<file path="config.mk">
export PLATFORM = sky130hd
export DESIGN_NAME = st7066u_bus_driver
export DESIGN_NICKNAME = d
export VERILOG_FILES = /design/src/rtl/st7066u_bus_driver.sv
export SDC_FILE = /design/constraint.sdc
export NUM_CORES = 1
export LEC_CHECK = 0
export CAP_MARGIN = 25
export CORE_ASPECT_RATIO = 0.7
export CORE_MARGIN = 3
export CORE_UTILIZATION = 47
export CTS_CLUSTER_DIAMETER = 60
export DETAILED_ROUTE_END_ITERATION = 10
export GPL_TIMING_DRIVEN = 1
export MAX_ROUTING_LAYER = met4
export PLACE_DENSITY_LB_ADDON = 0.1
export SLEW_MARGIN = 20
export SYNTH_ARGS = -nofsm -noshare
export SYNTH_HDL_FRONTEND = slang
export SYNTH_SLANG_ARGS = --single-unit
</file>
<file path="constraint.sdc">
create_clock -name i_clk -period 1.7 [get_ports i_clk]
set_clock_uncertainty 0.05 [all_clocks]
set_input_delay 0.17 -clock i_clk [delete_from_list [all_inputs] [get_ports i_clk]]
set_output_delay 0.17 -clock i_clk [all_outputs]
set_load 0.01 [all_outputs]
</file>
<file path="src/rtl/st7066u_bus_driver.sv">
`default_nettype none
// ============================================================================
// Module   : st7066u_bus_driver
// Purpose  : Expands compact sequencer requests into ST7066U command/ASCII
//            bytes and drives RS/RW/E/DB with setup, pulse and hold timing.
// Revision : 1.0 - initial release
// ============================================================================
module st7066u_bus_driver #(
    parameter int SETUP_CYC = 1,
    parameter int PULSE_CYC = 1,
    parameter int HOLD_CYC  = 1
) (
    input  logic       i_clk,
    input  logic       i_reset,
    input  logic       i_e_trigger,
    input  logic       i_data,
    input  logic [2:0] i_sel,
    input  logic [3:0] i_val,
    output logic       o_lcd_rs,
    output logic       o_lcd_rw,
    output logic       o_lcd_e,
    output logic [7:0] o_lcd_db,
    output logic       o_busy,
    output logic       o_overrun
);

    localparam logic [7:0] c_setup_load = 8'(SETUP_CYC - 1);
    localparam logic [7:0] c_pulse_load = 8'(PULSE_CYC - 1);
    localparam logic [7:0] c_hold_load  = 8'(HOLD_CYC - 1);

    typedef enum logic [1:0] {
        ST_IDLE  = 2'd0,
        ST_SETUP = 2'd1,
        ST_PULSE = 2'd2,
        ST_HOLD  = 2'd3
    } state_t;

    state_t     r_state, w_state_nxt;
    logic [7:0] r_cnt, w_cnt_nxt;
    logic [7:0] r_db, w_db_nxt;
    logic       r_rs, w_rs_nxt;
    logic       r_e, w_e_nxt;
    logic       r_busy, w_busy_nxt;
    logic       r_overrun, w_overrun_nxt;
    logic       r_trig_d;
    logic       w_req;
    logic       w_valid;
    logic [7:0] w_byte;

    assign w_req = i_e_trigger & ~r_trig_d;

    // Request decode: selector/value pair to command or ASCII byte.
    always_comb begin
        w_valid = 1'b1;
        w_byte  = 8'h00;
        if (!i_data) begin
            case (i_sel)
                3'b100:  w_byte = 8'h38;
                3'b101:  w_byte = 8'h0C;
                3'b110:  w_byte = 8'h01;
                3'b111:  w_byte = 8'h06;
                3'b000:  w_byte = {4'h8, i_val};
                3'b001:  w_byte = 8'h02;
                default: w_valid = 1'b0;
            endcase
        end else begin
            case (i_sel[1:0])
                2'b00:   w_byte = (i_val < 4'd10) ? (8'h30 + {4'h0, i_val})
                                                  : (8'h37 + {4'h0, i_val});
                2'b01:   w_byte = i_val[0] ? 8'h20 : 8'h3A;
                2'b11:   w_byte = i_val[0] ? 8'h50 : 8'h41;
                default: w_byte = 8'h4D;
            endcase
        end
    end

    always_comb begin
        w_state_nxt   = r_state;
        w_cnt_nxt     = r_cnt;
        w_db_nxt      = r_db;
        w_rs_nxt      = r_rs;
        w_e_nxt       = r_e;
        w_busy_nxt    = r_busy;
        w_overrun_nxt = r_overrun | (w_req & (r_state != ST_IDLE));
        case (r_state)
            ST_IDLE: begin
                if (w_req && w_valid) begin
                    w_rs_nxt    = i_data;
                    w_db_nxt    = w_byte;
                    w_cnt_nxt   = c_setup_load;
                    w_busy_nxt  = 1'b1;
                    w_state_nxt = ST_SETUP;
                end
            end
            ST_SETUP: begin
                if (r_cnt == 8'd0) begin
                    w_e_nxt     = 1'b1;
                    w_cnt_nxt   = c_pulse_load;
                    w_state_nxt = ST_PULSE;
                end else begin
                    w_cnt_nxt = r_cnt - 8'd1;
                end
            end
            ST_PULSE: begin
                if (r_cnt == 8'd0) begin
                    w_e_nxt     = 1'b0;
                    w_cnt_nxt   = c_hold_load;
                    w_state_nxt = ST_HOLD;
                end else begin
                    w_cnt_nxt = r_cnt - 8'd1;
                end
            end
            ST_HOLD: begin
                if (r_cnt == 8'd0) begin
                    w_busy_nxt  = 1'b0;
                    w_state_nxt = ST_IDLE;
                end else begin
                    w_cnt_nxt = r_cnt - 8'd1;
                end
            end
            default: w_state_nxt = ST_IDLE;
        endcase
    end

    always_ff @(posedge i_clk) begin
        if (i_reset) begin
            r_state   <= ST_IDLE;
            r_cnt     <= 8'd0;
            r_db      <= 8'h00;
            r_rs      <= 1'b0;
            r_e       <= 1'b0;
            r_busy    <= 1'b0;
            r_overrun <= 1'b0;
            r_trig_d  <= 1'b0;
        end else begin
            r_state   <= w_state_nxt;
            r_cnt     <= w_cnt_nxt;
            r_db      <= w_db_nxt;
            r_rs      <= w_rs_nxt;
            r_e       <= w_e_nxt;
            r_busy    <= w_busy_nxt;
            r_overrun <= w_overrun_nxt;
            r_trig_d  <= i_e_trigger;
        end
    end

    assign o_lcd_rs  = r_rs;
    assign o_lcd_rw  = 1'b0;
    assign o_lcd_e   = r_e;
    assign o_lcd_db  = r_db;
    assign o_busy    = r_busy;
    assign o_overrun = r_overrun;

endmodule
`default_nettype wire

</file>
==> metrics.md <==
| Metric | Value |
|---|---|
| Cts hold-fix bufs | `0` |
| # H-tree levels | `1` |
| Commonest non-fill, non-tap cells in the layout | `buf_4, clkdlybuf4s50_1, dfxtp_1` |
| Yosys Warn Count | `0` |
| Sw Ratio | `40.4%` |
| Total wire length | `4510 µm` |
| Fin. Hold Viols | `0` |
| Pwr/cell area | `about 2000 mW/mm²` |
| Met1 Use GR | `roughly a third` |
| CTS tree | `done` |
| CP endpoint kind | `flop` |
| Async set or reset register ratio after synthesis | `0%` |
| Worst hold path class | `flop to flop` |
| Most used DFF post-synth | `dfxtp_1` |
| Status | `complete, but fails checks` |
| Post-synth top area share | `between 30% and 40%` |
| DP HPWL | `3140 µm` |
| CTS buffer count | `3` |
| Vias/cell | `approximately 6` |
| R2R Setup Slk | `-0.09 ns` |
| Commonest non-fill, non-tap cell in the layout | `buf_4` |
| CP Class | `flop to flop` |
| Leakage | `0.897 nW` |
| Highest clock rate | `around 560 MHz` |
| Largest net degree at the start of global routing | `24` |
| Number of fill cells | `between 150 and 200` |
| Worst-path cell chain | `buf_4 > or3_4 > nor2_2 > or4b_4 > a211oi_2` |
| Met3 Usage GRT | `around 4%` |
| Initial antenna violation count | `0` |
| Avg Synthesized Cell Area | `8.37 µm²` |
| Area Growth Syn to Fin | `53.0%` |
| CP required | `1.84 ns` |
| Root buffer cell | `clkbuf_8` |
| Die Y | `about 53 µm` |
| Clock Tree Buf Depth | `2` |
| Drt pass-1 iters | `4` |
| Unrepaired setup endpoints after global routing | `true` |
| VDD IR max | `between 1.5 and 2 mV` |
| Cell row count | `16` |
| Crit path largest cell delay | `between 0.4 and 0.5 ns` |
| Buffers plus inverters on the worst setup path | `1` |
| Clock power frac | `7.9%` |
| Critical Path Source Type | `flop` |
| Die area | `between 0.003 and 0.004 mm²` |
| Setup slack after layout | `-0.0937 ns` |
| Place WS | `-0.313 ns` |
| Count of pins over their slew limit | `0` |
| Global-route wire length before repair | `7270 µm` |
| Psw | `about 1.8 mW` |
| Clock transition at the registers of the reported paths | `roughly 0.09 ns` |
| R2R Path End | `r_cnt[7]$_SDFFE_PP0P_` |
| # Max-Cap Violations | `0` |
| Top cells by area, synth | `dfxtp_1, a211oi_2, ha_1` |
| Non-filler cells, final | `around 270` |
| Hold Path End | `o_lcd_db[1]$_SDFFE_PP0P_` |
| Setup Viol. Count Final | `6` |
| Final Power | `roughly 4.5 mW` |
| Worst r2r src | `r_cnt[1]$_SDFFE_PP0P_` |
| Tmin final | `1.79 ns` |
| Area of the mapped netlist | `~0.0015 mm²` |
| Core ar. | `roughly 0.0029 mm²` |
| Antenna viol nets, final | `0` |
| FF-to-FF path depth | `5` |
| Grt met2 use | `roughly two fifths` |
| Global route hottest layer | `met2` |
| Sequential area share after synthesis | `31.6%` |
| Buffers on Ports | `22` |
| Dominant cell type by area after synthesis | `dfxtp_1` |
| CP max FO | `3` |
| WL per Instance | `roughly 17 µm` |
| Synth unique cells | `46` |
| Post-Place Cells | `between 200 and 300` |
| Clk sinks | `23` |
| Net count, final | `about 250` |
| Worst EP arrival | `approximately 1.9 ns` |
| Comb pwr share | `71.5%` |
| Clock Latency Late Sink | `~0.27 ns` |
| Top Ports | `24` |
| Syn Inst Count | `roughly 170` |
| Chip Width | `72.5 µm` |
| Reg power frac | `approximately 20%` |
| Cell class contributing the biggest share of worst-path delay | `simple AND/OR/NAND/NOR gates` |
| Grt ovf | `0` |
| 1st-iter DRT viols | `148` |
| Syn nets | `~190` |
| Global placer's final weighted congestion | `a little over 0.9` |
| Starting Density | `between 50% and 60%` |
| Synth Register Bits | `23` |
| Slowest cell on crit path | `or4b_4` |
| Vias | `approximately 1600` |
| Vias in the first global route | `1519` |
| Share of cells above drive strength 1 | `~41%` |
| GRT Total Usage | `about a quarter` |
| Post-synth EDFFs | `0` |
| Worst hold path depth | `2` |
| Worst hold start | `o_lcd_db[1]$_SDFFE_PP0P_` |
| Internal Power | `around 2.7 mW` |
| DRC | `0` |
| Failing checks | `setup timing` |
| Fin crit share | `106%` |
| Diode count | `0` |
-- state kept, by name (all words and copies together) (netlist names) --
| signal | cells |
|---|---|
| r_trig_d | 1 |
| o_lcd_e | 1 |
| o_overrun | 1 |
| o_busy | 1 |
| o_lcd_rs | 1 |
| o_lcd_db | 8 |
| r_cnt | 8 |
| r_state | 2 |
-- cell usage after synthesis, types with 4 or more instances --
cell and instances:
a311oi_1 4, o31ai_1 5, nand2_1 9, ha_1 8, a211oi_2 8, or4_1 7, or3_1 4, inv_1 12
nor2_1 12, dfxtp_1 23, clkbuf_1 6, a21oi_1 12, o21ai_0 8, nand2b_1 5, a21o_1 4, nand3_1 6
-- kinds of logic after synthesis --
family / after synthesis / synth area share (%)
AND/OR/NAND/NOR: 60 / 22.9
flip-flops: 23 / 31.6
other: 1 / 0.257
adder cells (fa/ha/maj): 8 / 6.87
AO/OA/AOI/OAI: 60 / 32.0
buffers and inverters: 22 / 6.36
-- worst max-delay path by stage --
stage	start	endpoint	cells after the start
detailed placement	i_e_trigger	r_cnt[7]$_SDFFE_PP0P_	6
global placement	i_e_trigger	r_cnt[3]$_SDFFE_PP0P_	6
finish	r_cnt[1]$_SDFFE_PP0P_	r_cnt[7]$_SDFFE_PP0P_	5
global route	r_cnt[1]$_SDFFE_PP0P_	r_cnt[7]$_SDFFE_PP0P_	5
CTS	r_cnt[4]$_SDFFE_PP0P_	r_cnt[7]$_SDFFE_PP0P_	4
floorplan	r_cnt[1]$_SDFFE_PP0P_	r_cnt[7]$_SDFFE_PP0P_	7
-- metrics by stage --
step / area, µm² / hold slack, ns / TNS (ns) / util (%)
after floorplan: 1470 / 0.192 / -0.0399 / -
after global placement: 1970 / 0.392 / -3.59 / 68.3
after detailed placement: 1970 / 0.398 / -4.37 / 68.3
after CTS: 2170 / 0.410 / -0.258 / 75.1
after global routing: 2230 / 0.441 / -0.657 / 77.3
final: 2230 / 0.405 / -0.366 / 77.3
-- timing repair --
| item | 4_1_cts | 5_1_grt |
|---|---|---|
| gates resized for setup | 31 | 13 |
| setup buffers | 4 | 0 |
| cloned | 0 | 1 |
| setup endpoints to repair | 10 | 11 |
| pin swaps | 8 | 5 |
-- tightest hold or removal path, stage by stage, from the launching register on --
cell	delay, ns
dfxtp_1	0.31
nand2_1	0.05
a21oi_1	0.05
-- final cells by class --
type | count | area (µm²) | share of cell area [%]
timing repair buffer | 63 | 551 | 24.7
sequential | 23 | 472 | 21.2
multi-input combinational | 130 | 1070 | 47.9
tap | 36 | 45.0 | 2.02
clock buffer | 3 | 41.3 | 1.85
inverter | 12 | 47.5 | 2.13
clock inverter | 1 | 5.00 | 0.225
-- layer usage --
| metal | routed length [µm] | vias up |
|---|---|---|
| met5 | 0 | - |
| met4 | 90 | 0 |
| met3 | 215 | 9 |
| met2 | 2120 | 50 |
| met1 | 2080 | 762 |
| li1 | - | 776 |
-- power by group through the flow --
| stage | logic [mW] | clock network (mW) | registers (mW) |
|---|---|---|---|
| 2_1_floorplan | 1.33 | 0 | 0.883 |
| 3_3_place_gp | 2.25 | 0 | 0.863 |
| 3_5_place_dp | 2.37 | 0 | 0.879 |
| 4_1_cts | 2.98 | 0.366 | 0.898 |
| 5_1_grt | 3.45 | 0.387 | 0.954 |
| 6_report | 3.22 | 0.355 | 0.931 |
(Power assumes the default switching activity.)
==> edit: new RTL, config.mk and constraints unchanged <==
Reset style: asynchronous (`i_reset`), changed in one clocked block.
--- a/src/rtl/st7066u_bus_driver.sv
+++ b/src/rtl/st7066u_bus_driver.sv
@@ -123,5 +123,5 @@
     end
 
-    always_ff @(posedge i_clk) begin
+    always_ff @(posedge i_clk or posedge i_reset) begin
         if (i_reset) begin
             r_state   <= ST_IDLE;
Behaviour: differs if i_reset is asserted again (counterexample within 4 cycles, from zero or initial values and one cycle with i_reset high); with i_reset held inactive, the same outputs for 10 cycles.
==> edit against the unedited design <==
The flow still finishes with violations (negative setup slack); maximum frequency decreased by 1.6%; die area increased by 4.0%; first-iteration DRC count increased by 20%; cell area increased by 7.8%; sequential cell count unchanged; synthesized area increased by 4.5%; worst hold slack got worse by 0.080 ns; final cell count increased by 2.2%; worst setup slack got worse by 0.029 ns; non-clock buffer count increased by 20; wire length increased by 4.4%; critical endpoint is now r_cnt[0]; largest cell class unchanged; highest routed layer unchanged.
Power is left out: it rests on default switching activity, and per cell area and clock period it moved more than threefold.
==> edit: results (changes against the unedited design) <==
[outcome]
outcome=finished, violations left
violations=negative setup slack

[global_route]
grt_pass1_wl_mm=7.50  ; +3.1%
grt_max_degree=23  ; -4.2%

[critical_path]
cp_max_fo=5  ; +2
timing.rr.end=r_cnt[0]
cp.arrival_ns=1.97  ; +0.03 ns
rr_startpoint=r_state[1]

[finish]
layout-drive-gt1-share=0.399  ; -0.00601
fill_cells=177  ; -8.8%
nNetsFinal=258  ; +2.4%
fin_cells=274  ; +2.2%

[timing]
tightestPinTransition_ns=0.554
setup_viol=15  ; +9
worst_slack_ns=-0.122  ; -0.0286 ns
setup-tns-final_ns=-1.21  ; -0.840 ns
fin_hold_ws_ns=0.325  ; -0.0796 ns

[clock_network]
insertion_delay_ns=0.27  ; about the same

[worst_hold_path]
whs_path_depth=1  ; -1
hp-class=in -> reg
hold_end=r_trig_d
holdCritStartpoint=i_e_trigger

[logic_synthesis]
syn_area_per_cell_sq_um=9.45  ; +13%
synthTopCellsByCount=23 x dfrtp_1, 11 x o21ai_0, 10 x inv_1, 10 x nor2_1
synth_cell_type_count=54  ; +17%
yosysSeqAreaShare=0.378  ; +0.0621
synth_area_leaders=dfrtp_1 38%, ha_1 6.6%, o21ai_0 3.6%
synth_nets=180  ; -6.7%
async_flop_share=1.00  ; +1.00

[placement]
dpl.hpwl_mm=3.23  ; +2.8%
io_buffers=22  ; unchanged
gp_routability_congestion=0.907  ; -2.1%

[drt]
viasPerCell=5.82  ; -2.3%
first_iter_violations=178  ; +20%
wire_per_inst_microns=17.2  ; +2.1%

## edit: cell count changes in the layout (fill, tap and decap cells not counted), sizes merged, moves of 4 or more
cell	before	now
a22oi	0	4
a211oi	10	2
dfrtp	0	23
nor3b	1	5
a21oi	14	8
a311oi	4	0
buf	41	60
nand3	6	1
dfxtp	23	0
mux2	0	4
## edit: cells by family (layout without fill, tap and decap cells)
family	Yosys count	after routing	synth area share
AOI/OAI and AO/OA	55	55	0.255
adders and majority gates	8	8	0.0658
buffers and inverters	20	97	0.0650
DFF	23	23	0.378
muxes	5	5	0.0362
other	1	1	0.00246
and+or+nand+nor	49	49	0.197
## edit: worst max-delay path: stages, from the launching register on
cell      delay, ns
dfrtp_1        0.40
ha_2           0.27
nor4b_2        0.08
a211oi_2       0.32
or3b_4         0.46
o21ai_2        0.16
## edit: layer usage
| layer | track usage | up-vias | routed length [microns] |
|---|---|---|---|
| met4 | 0.0663 | 0 | 34 |
| met5 | - | - | 0 |
| met1 | 0.326 | 769 | 2160 |
| li1 | - | 759 | - |
| met2 | 0.419 | 62 | 2200 |
| met3 | 0.0634 | 6 | 308 |
## edit: cell type report
type	count	share of cell area
Clock buffer	4	0.0188
Inverter	10	0.0156
Multi-Input combinational cell	118	0.414
Sequential cell	23	0.240
Tap cell	36	0.0188
Timing Repair Buffer	83	0.293
## edit: worst max path at each step
| stage | startpoint | endpoint | slack [ns] |
|---|---|---|---|
| floorplan | r_cnt[0] | r_cnt[7] | -0.008 |
| global placement | i_e_trigger | r_cnt[3] | -0.16 |
| detailed placement | r_state[0] | r_cnt[0] | -0.26 |
| CTS | r_state[1] | r_cnt[7] | -0.09 |
| global route | r_cnt[1] | r_cnt[0] | -0.18 |
| finish | r_state[1] | r_cnt[0] | -0.12 |
## edit: stage by stage
| stage | setup slack, ns | instance area (sq um) | utilization |
|---|---|---|---|
| after floorplan | -0.00793 | 1550 | - |
| after global placement | -0.161 | 2120 | 0.720 |
| after detailed placement | -0.263 | 2120 | 0.720 |
| after CTS | -0.0852 | 2310 | 0.785 |
| after global routing | -0.179 | 2400 | 0.816 |
| final | -0.122 | 2400 | 0.816 |
## edit: timing repair
item                       in CTS  in global routing
setup endpoints to repair      18                 20
resized for setup              19                 12
hold buffers                    1                  0
setup buffers                   6                  6
hold endpoints to repair        1                  0
pin swaps                       5                  5
